<file path="src/rtl/m_led_pwm_pkg.sv">
// Shared definitions for the LED PWM stage.
// Provides the channel count, the default PWM width, the per-channel fade
// state type and a counter-width helper used to size the free-running dividers.
package m_led_pwm_pkg;

    localparam int unsigned NUM_CH       = 4;
    localparam int unsigned PWM_BITS_DEF = 8;

    typedef enum logic [1:0] {
        ST_IDLE = 2'd0,
        ST_UP   = 2'd1,
        ST_DOWN = 2'd2
    } ch_state_e;

    // Width needed to count 0..n-1, never less than one bit.
    function automatic int unsigned cnt_width(input int unsigned n);
        return (n > 1) ? $clog2(n) : 1;
    endfunction

endpackage

</file>
<file path="src/rtl/m_led_pwm_ch.sv">
// One LED channel: brightness level register, fade state and PWM comparator.
// Ports:
//   w_clk, w_rst     clock and synchronous active-high reset
//   w_pat            requested on/off for this LED
//   w_duty           brightness that applies from the current boundary on
//   w_cnt            shared PWM counter
//   w_period_end     last cycle of a PWM period (level update point)
//   w_fade_step      period end on which a fading level may move by one
//   w_fade_en        1 = ramp toward target, 0 = jump to target
//   w_led            registered PWM output
module m_led_pwm_ch
    import m_led_pwm_pkg::*;
#(
    parameter int unsigned PWM_BITS = PWM_BITS_DEF
) (
    input  logic                w_clk,
    input  logic                w_rst,
    input  logic                w_pat,
    input  logic [PWM_BITS-1:0] w_duty,
    input  logic [PWM_BITS-1:0] w_cnt,
    input  logic                w_period_end,
    input  logic                w_fade_step,
    input  logic                w_fade_en,
    output logic                w_led
);

    localparam logic [PWM_BITS-1:0] ONE = PWM_BITS'(1);

    logic [PWM_BITS-1:0] r_lvl;
    logic [PWM_BITS-1:0] w_lvl_nxt;
    logic [PWM_BITS-1:0] w_tgt;
    ch_state_e           r_state;
    ch_state_e           w_state_nxt;
    logic                r_led;

    always_ff @(posedge w_clk) begin
        if (w_rst) begin
            r_lvl   <= '0;
            r_state <= ST_IDLE;
            r_led   <= 1'b0;
        end else begin
            r_lvl   <= w_lvl_nxt;
            r_state <= w_state_nxt;
            r_led   <= (r_lvl > w_cnt);
        end
    end

    // Direction is recomputed from level vs. target on every step, so a
    // reversed pattern or new duty simply turns the ramp around in place.
    always_comb begin
        w_tgt       = w_pat ? w_duty : '0;
        w_lvl_nxt   = r_lvl;
        w_state_nxt = r_state;
        if (w_period_end) begin
            if (!w_fade_en) begin
                w_lvl_nxt   = w_tgt;
                w_state_nxt = ST_IDLE;
            end else if (w_fade_step) begin
                if (r_lvl < w_tgt) begin
                    w_lvl_nxt   = r_lvl + ONE;
                    w_state_nxt = (w_lvl_nxt == w_tgt) ? ST_IDLE : ST_UP;
                end else if (r_lvl > w_tgt) begin
                    w_lvl_nxt   = r_lvl - ONE;
                    w_state_nxt = (w_lvl_nxt == w_tgt) ? ST_IDLE : ST_DOWN;
                end else begin
                    w_state_nxt = ST_IDLE;
                end
            end
        end
    end

    assign w_led = r_led;

endmodule

</file>
<file path="src/rtl/m_led_pwm.sv">
// Four-channel LED brightness stage with glitch-free PWM and optional fading.
// Ports:
//   w_clk, w_rst   clock and synchronous active-high reset
//   w_pat          requested on/off pattern, one bit per LED
//   w_duty         global brightness, captured on w_duty_we
//   w_duty_we      single-cycle write strobe for w_duty
//   w_fade_en      1 = ramp levels, 0 = jump levels
//   w_led          registered PWM outputs
module m_led_pwm
    import m_led_pwm_pkg::*;
#(
    parameter int unsigned PRESCALE     = 100,
    parameter int unsigned PWM_BITS     = PWM_BITS_DEF,
    parameter int unsigned FADE_PERIODS = 4,
    parameter int unsigned DUTY_INIT    = 128
) (
    input  logic                w_clk,
    input  logic                w_rst,
    input  logic [NUM_CH-1:0]   w_pat,
    input  logic [PWM_BITS-1:0] w_duty,
    input  logic                w_duty_we,
    input  logic                w_fade_en,
    output logic [NUM_CH-1:0]   w_led
);

    localparam int unsigned PRE_W  = cnt_width(PRESCALE);
    localparam int unsigned FDIV_W = cnt_width(FADE_PERIODS);

    localparam logic [PRE_W-1:0]    PRE_MAX  = PRE_W'(PRESCALE - 1);
    localparam logic [FDIV_W-1:0]   FDIV_MAX = FDIV_W'(FADE_PERIODS - 1);
    localparam logic [PWM_BITS-1:0] DUTY_RST = PWM_BITS'(DUTY_INIT);

    logic [PRE_W-1:0]    r_pre;
    logic [PWM_BITS-1:0] r_cnt;
    logic [FDIV_W-1:0]   r_fdiv;
    logic [PWM_BITS-1:0] r_duty;
    logic [PWM_BITS-1:0] r_duty_pend;
    logic [PWM_BITS-1:0] w_duty_cur;
    logic                w_tick;
    logic                w_period_end;
    logic                w_fade_step;

    assign w_tick       = (r_pre == PRE_MAX);
    assign w_period_end = w_tick && (r_cnt == '1);
    assign w_fade_step  = w_period_end && (r_fdiv == FDIV_MAX);

    // At a boundary the channels must see the duty that takes effect there,
    // which is the pending value r_duty is about to load.
    assign w_duty_cur = w_period_end ? r_duty_pend : r_duty;

    always_ff @(posedge w_clk) begin
        if (w_rst) begin
            r_pre       <= '0;
            r_cnt       <= '0;
            r_fdiv      <= '0;
            r_duty      <= DUTY_RST;
            r_duty_pend <= DUTY_RST;
        end else begin
            r_pre <= w_tick ? '0 : r_pre + PRE_W'(1);
            if (w_tick) begin
                r_cnt <= r_cnt + PWM_BITS'(1);
            end
            if (w_period_end) begin
                r_fdiv <= (r_fdiv == FDIV_MAX) ? '0 : r_fdiv + FDIV_W'(1);
                r_duty <= r_duty_pend;
            end
            if (w_duty_we) begin
                r_duty_pend <= w_duty;
            end
        end
    end

    for (genvar g = 0; g < NUM_CH; g++) begin : g_ch
        m_led_pwm_ch #(
            .PWM_BITS(PWM_BITS)
        ) u_ch (
            .w_clk       (w_clk),
            .w_rst       (w_rst),
            .w_pat       (w_pat[g]),
            .w_duty      (w_duty_cur),
            .w_cnt       (r_cnt),
            .w_period_end(w_period_end),
            .w_fade_step (w_fade_step),
            .w_fade_en   (w_fade_en),
            .w_led       (w_led[g])
        );
    end

endmodule
</file>
<file path="config.mk">
export PLATFORM = sky130hd
export DESIGN_NAME = m_led_pwm
export DESIGN_NICKNAME = d
export VERILOG_FILES = /design/src/rtl/m_led_pwm_pkg.sv /design/src/rtl/m_led_pwm_ch.sv /design/src/rtl/m_led_pwm.sv
export SDC_FILE = /design/constraint.sdc
export NUM_CORES = 1
export LEC_CHECK = 0
export BUFFER_PORTS_ARGS = -buffer_cell sky130_fd_sc_hd__buf_2
export CORE_UTILIZATION = 40
export DETAILED_ROUTE_END_ITERATION = 8
export GPL_TIMING_DRIVEN = 0
export PLACE_DENSITY_LB_ADDON = 0.12
export SYNTH_ARGS = -nofsm -noshare
export SYNTH_HDL_FRONTEND = slang
export SYNTH_SLANG_ARGS = --single-unit
</file>
<file path="constraint.sdc">
create_clock -name w_clk -period 5.9 [get_ports w_clk]
set_input_delay 0.295 -clock w_clk [delete_from_list [all_inputs] [get_ports w_clk]]
set_output_delay 0.295 -clock w_clk [all_outputs]
set_load 0.03 [all_outputs]
</file>
==> results.md <==
- Grt peak-use layer: met2
- M3 GR Usage: ~4.8%
- CORE AREA: 14000 um^2
- Register area: ~1400 um^2
- Worst-Skew Late Latency: roughly 340 ps
- Tightest Pin Transition: 751 ps
- Max Clock Freq: between 0.15 and 0.2 GHz
- Post-DP HPWL: 12900 um
- Via count: ~5300
- Multi-input combinational cell area: 4250 um^2
- Cell area power density: roughly 180 nW/um^2
- Top Ports: 20
- Critical path fanouts, max: 10
- Drc violations: 0
- Drt initial violations: between 300 and 400
- Antenna-violating nets left: 0
- Grt ovf: 0
- Design area: roughly 6500 um^2
- RSZ-0062 raised after global routing: false
- Most frequent cells in the layout: ha_1 (95), nand2_1 (79), dfxtp_1 (68), nor2_1 (56), a21oi_1 (48)
- Maxcap violations: 0
- Pin count of the biggest net entering global routing: 12
- Final WL: ~17000 um
- CTS buffer count: 9
- CP cell instances: ha_1 > nor4bb_2 > nand3_1 > or2_1 > buf_6 > buf_6 > mux2_2 > nand2_1 > ha_1 > nand2_1 > a21oi_1 > o21ai_0 > nand2b_1 > ha_1 > a21o_1 > a221oi_1 > a21oi_1 > nand2b_1 > mux2_2 > a211oi_1
- Cells after Synth: approximately 700
- Max VDD drop: 131 uV
- Hold_ws: 200 ps
- Worst path depth: 20
- Met2 GRT Util: between 30 and 40%
- CP Buf/Inv Count: 2
- Gr usage total: ~24%
- Top FF cell, synth: dfxtp_1
- Crit path DAT: approximately 5700 ps
- Chip width: 123 um
- Initial Utilization: 41.6%
- CTS Buffer Depth: 2
- Nets: roughly 850
- Layout cell share with drive strength beyond 1: about 7.7%
- Fill cells: roughly 1400
- Critical path required time: ~6200 ps
- Initial antenna violation count: 0
- YS warnings: 0
- Slowest-stage cell, CP: mux2_2
- H-tree levels: 3
- CP dominant cell by count: ha_1
- Number of synthesized flops with an enable pin: 0
- Max_slew headroom: about half
- Via density: about 5.8
- Syn Area/Cell: 8.30 um^2
- Vias in the first global route: 5035
- Clock root buffer: clkbuf_16
- Total Power: ~1.2 mW
- Worst min path class: in -> reg
- CTS tree: done
- CP max stage delay: between 400 and 500 ps
- Sum Neg Setup Slack: 0 ps
- Hold Fails Final Rpt: 0
- Dpl ws: 345 ps
- Drt first pass iters: 5
- Cell Count, Final, Fillers Out: 916
- Area delta synth->final: 11.2%
- Yosys reg bits: just under 70
- Dpl cells: about 900
- Worst Setup Start Kind: flop
- Final setup viols: 0
- Status: completed
- Height of the die: about 120 um
- Util after Layout: a little under half
- Worst R2R Setup Slack: approximately 480 ps
- Final Worst Setup Slack: roughly 480 ps
- CP startpoint: r_pre[0]
- Setup crit end: g_ch[2].u_ch.r_lvl[7]
- Clock Skew: 9.28 ps
- First-pass GRT wire length: 27100 um
- Asr flop ratio synth: 0%
- Die area: ~15000 um^2
- # port buffers: 17
- Drt wl/cell: between 15 and 20 um
- Min cycle time layout: 5420 ps
- Crit Reg-Reg Endpoint: g_ch[2].u_ch.r_lvl[7]
- Syn_nets: 819
- Rows: 43
- Antenna cells: 0
- Count of pins over their slew limit: 0
- Leak: 2.84 nW
- Worst-path clk slew: about 60 ps
- Placed Area: approximately 6200 um^2
- Clock sink count: just under 70
- Post-synthesis cell type count: 57
- Seq/Total Area, Yosys: a little under a quarter
- Final worst path period share: between 90% and 100%
- Crit. End Element: flop
- Delay-heaviest family, CP: simple AND/OR/NAND/NOR gates
- Type of the worst setup path: reg -> reg
- Grt met1 use: ~33%
- GPL Wtd Cong: 0.900
- Commonest non-fill, non-tap cell in the layout: ha_1
- R2R cell count: 20
- Worst R2R Start: r_pre[0]
- Synthesized cell area: between 5000 and 6000 um^2
## sequential cells by signal, indices dropped and copies added (netlist names)
signal,flops
g_ch.u_ch.r_lvl,32
r_cnt,8
r_duty,8
r_duty_pend,8
r_pre,7
g_ch.u_ch.w_led,4
r_fdiv,2
## power by group
part	internal, mW	switching (mW)
Clock	0.402	0.209
Sequential	0.471	0.00339
Combinational	0.0350	0.0614
## routing by layer
metal / vias up / part of all wire, %
li1: 2622 / -
met2: 140 / 44
met5: - / 0
met1: 2474 / 48
met4: 0 / 3.1
met3: 31 / 5.2
## logic make-up after synthesis
group	share of synthesized area, %
mux	4.28
fa+ha+maj	21.7
flops	23.6
compound gates	20.7
xor+xnor	4.65
buf+inv	3.64
simple gates	21.4
## worst min-delay path, cell delays in order
cell and delay (ps):
buf_2 80, mux2i_1 60, nor2_1 70
## cell type report
type,instances,area share (%)
Buffer,28,2.12
Clock buffer,12,4.10
Clock inverter,3,1.04
Inverter,20,1.16
Multi-Input combinational cell,587,65.5
Sequential cell,69,21.3
Tap cell,180,3.47
Timing Repair Buffer,17,1.31
## how the worst min path moves through the flow
| stage | startpoint | endpoint | slack [ps] | cells past startpoint |
|---|---|---|---|---|
| 6_report | w_duty[5] | r_duty_pend[5] | 200 | 3 |
| 5_1_grt | w_duty[1] | r_duty_pend[1] | 200 | 3 |
| 4_1_cts | w_duty[5] | r_duty_pend[5] | 200 | 3 |
| 3_5_place_dp | r_pre[0] | r_pre[0] | 430 | 1 |
| 3_3_place_gp | r_pre[0] | r_pre[0] | 430 | 1 |
| 2_1_floorplan | r_pre[0] | r_pre[0] | 410 | 1 |
## cell usage after synthesis (all sizes together), types with 5 or more instances
cell type	instances	area (um^2)
ha	95	1190
nand2	79	297
dfxtp	69	1380
nor2	56	210
a21oi	49	249
xnor2	27	236
a21o	23	173
o21ai	23	115
nor2b	22	138
inv	20	75.1
nand3	20	100
clkbuf	19	71.3
a211oi	17	140
mux2i	16	160
nand4	15	93.8
and2	12	75.1
nand2b	12	75.1
a22oi	11	82.6
a31oi	10	62.6
nand3b	10	75.1
buf	9	66.3
mux2	8	90.1
o211ai	8	60.1
nor3	7	35.0
o21a	7	52.6
o211a	6	60.1
o2bb2ai	5	43.8
## repair_timing
action,4_1_cts,5_1_grt
endpoints found under the setup margin,0,1
gates resized for setup,0,2
buffers inserted,0,0
hold buffers,0,0
Power figures use the tool's default switching activity.
